$ cat config.mk
export PLATFORM = sky130hd
export DESIGN_NAME = pc_sequencer
export DESIGN_NICKNAME = d
export VERILOG_FILES = /design/src/rtl/pc_sequencer.sv
export SDC_FILE = /design/constraint.sdc
export NUM_CORES = 1
export LEC_CHECK = 0
export BUFFER_PORTS_ARGS = -buffer_cell sky130_fd_sc_hd__buf_2
export CAP_MARGIN = 20
export CELL_PAD_IN_SITES_DETAIL_PLACEMENT = 0
export CELL_PAD_IN_SITES_GLOBAL_PLACEMENT = 1
export CORE_ASPECT_RATIO = 1.75
export CORE_MARGIN = 2
export CORE_UTILIZATION = 32
export DETAILED_ROUTE_END_ITERATION = 12
export PLACE_DENSITY_LB_ADDON = 0.15
export SYNTH_ARGS = -nofsm -noshare
export SYNTH_HDL_FRONTEND = slang
export SYNTH_SLANG_ARGS = --single-unit
$ cat constraint.sdc
create_clock -name clk -period 2.1 [get_ports clk]
set_input_delay 0.105 -clock clk [delete_from_list [all_inputs] [get_ports clk]]
set_output_delay 0.105 -clock clk [all_outputs]
set_load 0.02 [all_outputs]
$ cat src/rtl/pc_sequencer.sv
// rtl/pc_sequencer.sv - next-PC arbitration for a 5-stage MIPS pipeline
module pc_sequencer #(
    parameter int              WORD         = 32,
    parameter logic [WORD-1:0] EXC_VEC      = 32'h0000_0080,
    parameter int unsigned     DRAIN_CYCLES = 3,
    parameter int              CW           = 16
) (
    input  logic            clk,
    input  logic            reset,
    input  logic [WORD-1:0] pc_curr,
    input  logic            imem_ready,
    input  logic            hazard_stall,
    input  logic            jump_valid,
    input  logic [WORD-1:0] jump_target,
    input  logic            branch_taken,
    input  logic [WORD-1:0] branch_target,
    input  logic            exc_req,
    output logic [WORD-1:0] pc_next,
    output logic            pc_write,
    output logic            if_id_flush,
    output logic            id_ex_flush,
    output logic            exc_ack,
    output logic            busy,
    output logic [CW-1:0]   stall_count
);

    typedef enum logic [1:0] {S_RUN, S_PEND, S_DRAIN} state_t;

    localparam logic [3:0] DRAIN_LOAD = 4'(DRAIN_CYCLES - 1);

    state_t          state_q, state_d;
    logic [WORD-1:0] pend_target_q, pend_target_d;
    logic            pend_exc_q, pend_exc_d;
    logic [3:0]      drain_cnt_q, drain_cnt_d;
    logic [CW-1:0]   stall_count_q, stall_count_d;

    logic            redir;
    logic            redir_exc;
    logic            redir_jump;
    logic [WORD-1:0] redir_target;

    always_comb begin
        redir        = 1'b1;
        redir_exc    = 1'b0;
        redir_jump   = 1'b0;
        redir_target = '0;
        if (exc_req) begin
            redir_exc    = 1'b1;
            redir_target = EXC_VEC;
        end else if (branch_taken) begin
            redir_target = branch_target;
        end else if (jump_valid) begin
            redir_jump   = 1'b1;
            redir_target = jump_target;
        end else begin
            redir        = 1'b0;
        end
    end

    always_comb begin
        state_d       = state_q;
        pend_target_d = pend_target_q;
        pend_exc_d    = pend_exc_q;
        drain_cnt_d   = drain_cnt_q;
        pc_next       = pc_curr;
        pc_write      = 1'b0;
        if_id_flush   = 1'b0;
        id_ex_flush   = 1'b0;
        exc_ack       = 1'b0;

        case (state_q)
            S_RUN: begin
                if (redir) begin
                    if_id_flush = 1'b1;
                    id_ex_flush = !redir_jump;
                    exc_ack     = redir_exc;
                    if (imem_ready) begin
                        pc_next  = redir_target;
                        pc_write = 1'b1;
                        if (redir_exc) begin
                            state_d     = S_DRAIN;
                            drain_cnt_d = DRAIN_LOAD;
                        end
                    end else begin
                        pend_target_d = redir_target;
                        pend_exc_d    = redir_exc;
                        state_d       = S_PEND;
                    end
                end else if (imem_ready && !hazard_stall) begin
                    pc_next  = pc_curr + WORD'(4);
                    pc_write = 1'b1;
                end
            end
            S_PEND: begin
                // A late exception replaces a pending jump/branch, but never a pending exception
                if (exc_req && !pend_exc_q) begin
                    exc_ack     = 1'b1;
                    if_id_flush = 1'b1;
                    id_ex_flush = 1'b1;
                    if (imem_ready) begin
                        pc_next     = EXC_VEC;
                        pc_write    = 1'b1;
                        pend_exc_d  = 1'b0;
                        state_d     = S_DRAIN;
                        drain_cnt_d = DRAIN_LOAD;
                    end else begin
                        pend_target_d = EXC_VEC;
                        pend_exc_d    = 1'b1;
                    end
                end else if (imem_ready) begin
                    pc_next    = pend_target_q;
                    pc_write   = 1'b1;
                    pend_exc_d = 1'b0;
                    if (pend_exc_q) begin
                        state_d     = S_DRAIN;
                        drain_cnt_d = DRAIN_LOAD;
                    end else begin
                        state_d = S_RUN;
                    end
                end
            end
            S_DRAIN: begin
                if (imem_ready && !hazard_stall) begin
                    pc_next  = pc_curr + WORD'(4);
                    pc_write = 1'b1;
                end
                if (drain_cnt_q == 4'd0) begin
                    state_d = S_RUN;
                end else begin
                    drain_cnt_d = drain_cnt_q - 4'd1;
                end
            end
            default: state_d = S_RUN;
        endcase

        stall_count_d = stall_count_q;
        if (!pc_write && stall_count_q != {CW{1'b1}}) begin
            stall_count_d = stall_count_q + CW'(1);
        end

        if (reset) begin
            pc_next     = '0;
            pc_write    = 1'b0;
            if_id_flush = 1'b0;
            id_ex_flush = 1'b0;
            exc_ack     = 1'b0;
        end
    end

    always_ff @(posedge clk) begin
        if (reset) begin
            state_q       <= S_RUN;
            pend_target_q <= '0;
            pend_exc_q    <= 1'b0;
            drain_cnt_q   <= 4'd0;
            stall_count_q <= '0;
        end else begin
            state_q       <= state_d;
            pend_target_q <= pend_target_d;
            pend_exc_q    <= pend_exc_d;
            drain_cnt_q   <= drain_cnt_d;
            stall_count_q <= stall_count_d;
        end
    end

    assign busy        = (state_q != S_RUN);
    assign stall_count = stall_count_q;

endmodule

======== Word level (Yosys, flattened, before mapping) ========
Index checks and enable logic that the tools add are counted.
word-level totals
  word-level logic and storage cells ...... 100
  flip-flop bits (word level) ............. 55
  output and inout port bits .............. 53
  input port bits ......................... 103
operators by class
  reductions and logical operators ........ 16
  equal/unequal tests ..................... 15
  mux-type cells .......................... 61
  add/sub/neg operators ................... 3
operator list
  cell                   number
  $mux 32                14
  $pmux 32 s3            1
  $pmux 32 s2            1
  $add 32x3->32 const B  1
  $mux 4                 8
  $mux 1                 22
  $ne 2x2->1 const B     9
  $add 16x1->16 const B  1
  $mux 2                 8
  $ne 16x16->1 const B   1
  $pmux 4 s3             1
  $ne 3x3->1 const B     3
  $pmux 1 s2             4
  $reduce_and 4->1       2
  $reduce_and 7->1       1
  $pmux 2 s3             1
  $reduce_and 5->1       1
  $logic_not 1->1        4
  $logic_not 4->1        1
  $reduce_bool 2->1      2
  $sub 4x1->4 const B    1
  $logic_and 1x1->1      3
  $pmux 1 s3             1
  $reduce_bool 3->1      1
  other kinds (3)        3

======== Logic depth before layout (Yosys ltp) ========
  word-level depth ........................ 7
  depth in mapped cells ................... 8
  depth with buffers taken out ............ 7

======== Worst setup path before layout ========
OpenSTA, ideal clock, no wires.
  path kind ............................... register -> output
  start ................................... register state_q[0]
  end ..................................... output port pc_next[29]
  path slack .............................. -0.156 ns
  arrival time ............................ 2.151 ns
  cell stages (with the launch flop) ...... 8
  cells stage by stage .................... dfxtp_1 > buf_2 > or2_2 > or2_2 > clkbuf_1 > o22ai_1 > a21oi_1 > a211oi_1
on the way
  word-level cells in the longest chain between the ends .. 3
RTL lines
  element                             line  source
  from (decl)                         31    state_t state_q, state_d;
  from (signal assigned)              158   state_q <= state_d;
  $eq 2x2->1 (tied with other cells)  71    case (state_q)
  $pmux 32 s3 *                       71
  $mux 32 *                           141   if (reset) begin
  to (decl)                           18    output logic [WORD-1:0] pc_next,
Mark *: on every way between the ends. The rest lies on a longest branch, timed or not.

======== Worst setup path in the final report ========
  start ................................... register state_q[1]
  end ..................................... output port pc_next[9]
Same word-level chain as after synthesis.

==> flow_summary.json <==
{
  "status": "complete, but fails checks",
  "violations": "negative setup slack",
  "dpl.cell_count": 1033,
  "num_antenna_cells": 0,
  "gr-usage-all-layers_pct": 27.0,
  "clkTransAtPathRegs_ps": 80,
  "rr_worst_depth": 8,
  "min_path_type": "in -> reg",
  "start_util_pct": 32.4,
  "holdCritStartpoint": "branch_target[2]",
  "min_to": "pend_target_q[2]",
  "p_leak_nw": 2.80,
  "core_area_um2": 14200,
  "timing.rr.start": "state_q[0]",
  "path_class": "reg -> out",
  "clock.fmax_ghz": 0.466,
  "ys_top_cells_by_area": "dfxtp_1 24%, a21oi_1 8.0%, nand2_1 5.9%",
  "pre_cts_slack_ps": -3.58,
  "netlist_top_cells_count": "74 x a21oi_1, 73 x nand2_1, 70 x nor2_1",
  "cts_tree": "built",
  "whs_path_depth": 5,
  "grt_pass1_wl_um": 32300,
  "synth_cell_type_count": 62,
  "critPathCaptureType": "primary output",
  "syn_area_per_cell_um2": 6.84,
  "grt_pass1_vias": 6073,
  "wl_met2_um": 11600,
  "ys_seq_area_share_pct": 23.9,
  "place_congestion": 0.922,
  "seq_area_um2": 1110,
  "drt.antenna.violating_nets": 0,
  "cp_max_fo": 6,
  "top_layer": "met4",
  "maxSlewHeadroom_pct": 65.5,
  "crit_arrival_ps": 2040,
  "period_needed_ps": 2150,
  "ir_worst_vdd_mv": 0.341,
  "r2r_end": "stall_count[15]",
  "die_x_um": 94.7,
  "syn_to_final_growth_pct": 51.6,
  "cts-root-buf": "clkbuf_16",
  "synth.most_common_cell": "a21oi_1",
  "tightest_slew_ps": 518,
  "routed_wl_um": 21500,
  "skew_ps": 8.15,
  "fillers": 1492,
  "cts_buffers": 5,
  "crit_slowest_cell": "dfxtp_4",
  "dp_hpwl_um": 16000,
  "power_density_nw_per_um2": 505,
  "yosysWarnings": 0,
  "drtPass1Iterations": 5,
  "grt_max_degree": 78,
  "routedLengthMet1_um": 7980,
  "fin_ws_ps": -47.7,
  "ys.flop_type": "dfxtp_1",
  "setup.worst_path.start_class": "register",
  "slowest_delay_ps": 390,
  "multiInputGateArea_um2": 3660,
  "antenna_found_initial": 0,
  "crit_path_cell_trace": "buf_12 > buf_6 > o21ai_4 > clkbuf_16 > or3_4 > a311oi_4 > buf_6",
  "reg2reg_slack_ps": 60,
  "dieArea_um2": 15400,
  "hold_violations": 0,
  "grt_overflow_total": 0,
  "synth_area_um2": 4610,
  "syn_nets": 780,
  "ioPinCount": 156,
  "num_vias": 6261,
  "clock_latency_ps": 310,
  "cp_common_cell": "buf_6",
  "synth_top_area_share_pct": 23.9,
  "rsz0062_at_grt": "yes",
  "synth-seq-cells": 55,
  "synth_cells": 674,
  "synth_top_area_cell": "dfxtp_1",
  "wl_met3_um": 1110,
  "port_buffers": 155,
  "drive_above_1_share_pct": 38.1,
  "fin_crit_sh_pct": 102,
  "via_per_inst": 5.89,
  "dieHeight_um": 163,
  "cts.sinks": 55,
  "setup_viol": 7,
  "htree_levels": 2,
  "synthArstFlopShare_pct": 0,
  "stdcell_count": 1063,
  "synth_edf_count": 0,
  "drt_iter0_drc": 488,
  "drc": 0,
  "wl_per_cell_um": 20.3,
  "cp_data_required_time_ps": 2000,
  "drv_slew": 0,
  "row_count": 58,
  "max-cap-violations": 0,
  "final_nets": 988,
  "cts_buffer_depth": 2
}
worst max-delay path by stage:
stage                    start               to  slack [ps]  depth (start not counted)
floorplan           state_q[0]  stall_count[15]         -20                          6
global placement    pc_curr[2]      pc_next[28]          20                          9
detailed placement  pc_curr[2]      pc_next[28]          -4                          9
CTS                 state_q[0]      pc_next[25]         -50                          9
global route        state_q[0]      pc_next[25]         -90                          8
finish              state_q[1]       pc_next[9]         -50                          7
flip-flops by register name, summed over array words and instances, names as in the netlist:
| signal | cells |
|---|---|
| pend_target_q | 32 |
| stall_count | 16 |
| pend_exc_q | 1 |
| drain_cnt_q | 4 |
| state_q | 2 |
worst max-delay path, delay by kind of cell (launching register included):
family	cells	cell delay, ps
AOI/OAI and AO/OA	2	420
DFF	1	390
and+or+nand+nor	1	340
buffers and inverters	4	580
layout by cell type, fill, tap and decap left out, types with 7 or more instances in the layout:
cell type,n
buf_2,136
buf_4,99
nand2_1,71
a21oi_1,70
nor2_1,65
dfxtp_1,52
nand3_1,51
o21ai_0,18
nand4_1,16
buf_6,16
a22oi_1,15
nand3b_1,15
xnor2_1,15
nor3_1,13
a22o_1,12
inv_1,11
a31oi_1,11
nor4_1,9
a221oi_2,8
xor2_1,8
o21ai_1,7
nor2b_1,7
a211oi_1,7
o22ai_2,7
nand2b_1,7
buf_12,7
metrics by stage:
stage | total power [mW] | hold slack, ps | instance area, um^2 | utilization, % | setup TNS, ps
3_5_place_dp | 2.31 | 445 | 6150 | 43.2 | -3.58
3_3_place_gp | 2.30 | 438 | 6150 | 43.2 | 0
5_1_grt | 3.69 | 234 | 6990 | 49.1 | -741
2_1_floorplan | 1.77 | 364 | 4650 | - | -17.9
6_report | 3.53 | 197 | 6990 | 49.1 | -175
4_1_cts | 3.41 | 200 | 6560 | 46.1 | -70.0
cells by family (layout without fill, tap and decap cells):
kind of cell | after synthesis | count (layout) | share of synthesized area (%)
AND/OR/NAND/NOR | 302 | 302 | 33.0
adder cells (fa/ha/maj) | 3 | 3 | 0.815
XOR/XNOR | 23 | 23 | 4.37
buffers and inverters | 70 | 279 | 5.76
multiplexers | 1 | 1 | 0.217
AO/OA/AOI/OAI | 220 | 220 | 32.0
flip-flops | 55 | 55 | 23.9
final cells by class:
| class | instances | area share, % |
|---|---|---|
| inverters | 12 | 0.645 |
| clock buffers | 6 | 1.99 |
| clock inverters | 2 | 0.555 |
| repair buffers | 259 | 25.3 |
| flip-flops and latches | 55 | 15.9 |
| multi-input cells | 549 | 52.4 |
| well taps | 180 | 3.22 |
timing repair:
item                                    in CTS  in global routing
hold buffers                                 0                  0
pin swaps                                    9                 27
gates cloned                                 1                  2
endpoints found under the setup margin      29                 31
buffers inserted                             9                 12
gates resized for setup                     41                 80
report_power, final:
part,total (mW),switching [mW],leakage (nW),internal (mW)
combinational,1.39,0.801,2.26,0.585
sequential,1.11,0.0322,0.448,1.08
clock,1.03,0.429,0.0875,0.602
total,3.53,1.26,2.80,2.27
layer usage:
| layer | GRT usage (%) | vias to the layer above |
|---|---|---|
| met4 | 8.96 | 0 |
| li1 | - | 2945 |
| met3 | 2.87 | 52 |
| met5 | 0 | - |
| met1 | 30.7 | 3015 |
| met2 | 51.2 | 249 |
(Power assumes the default switching activity.)
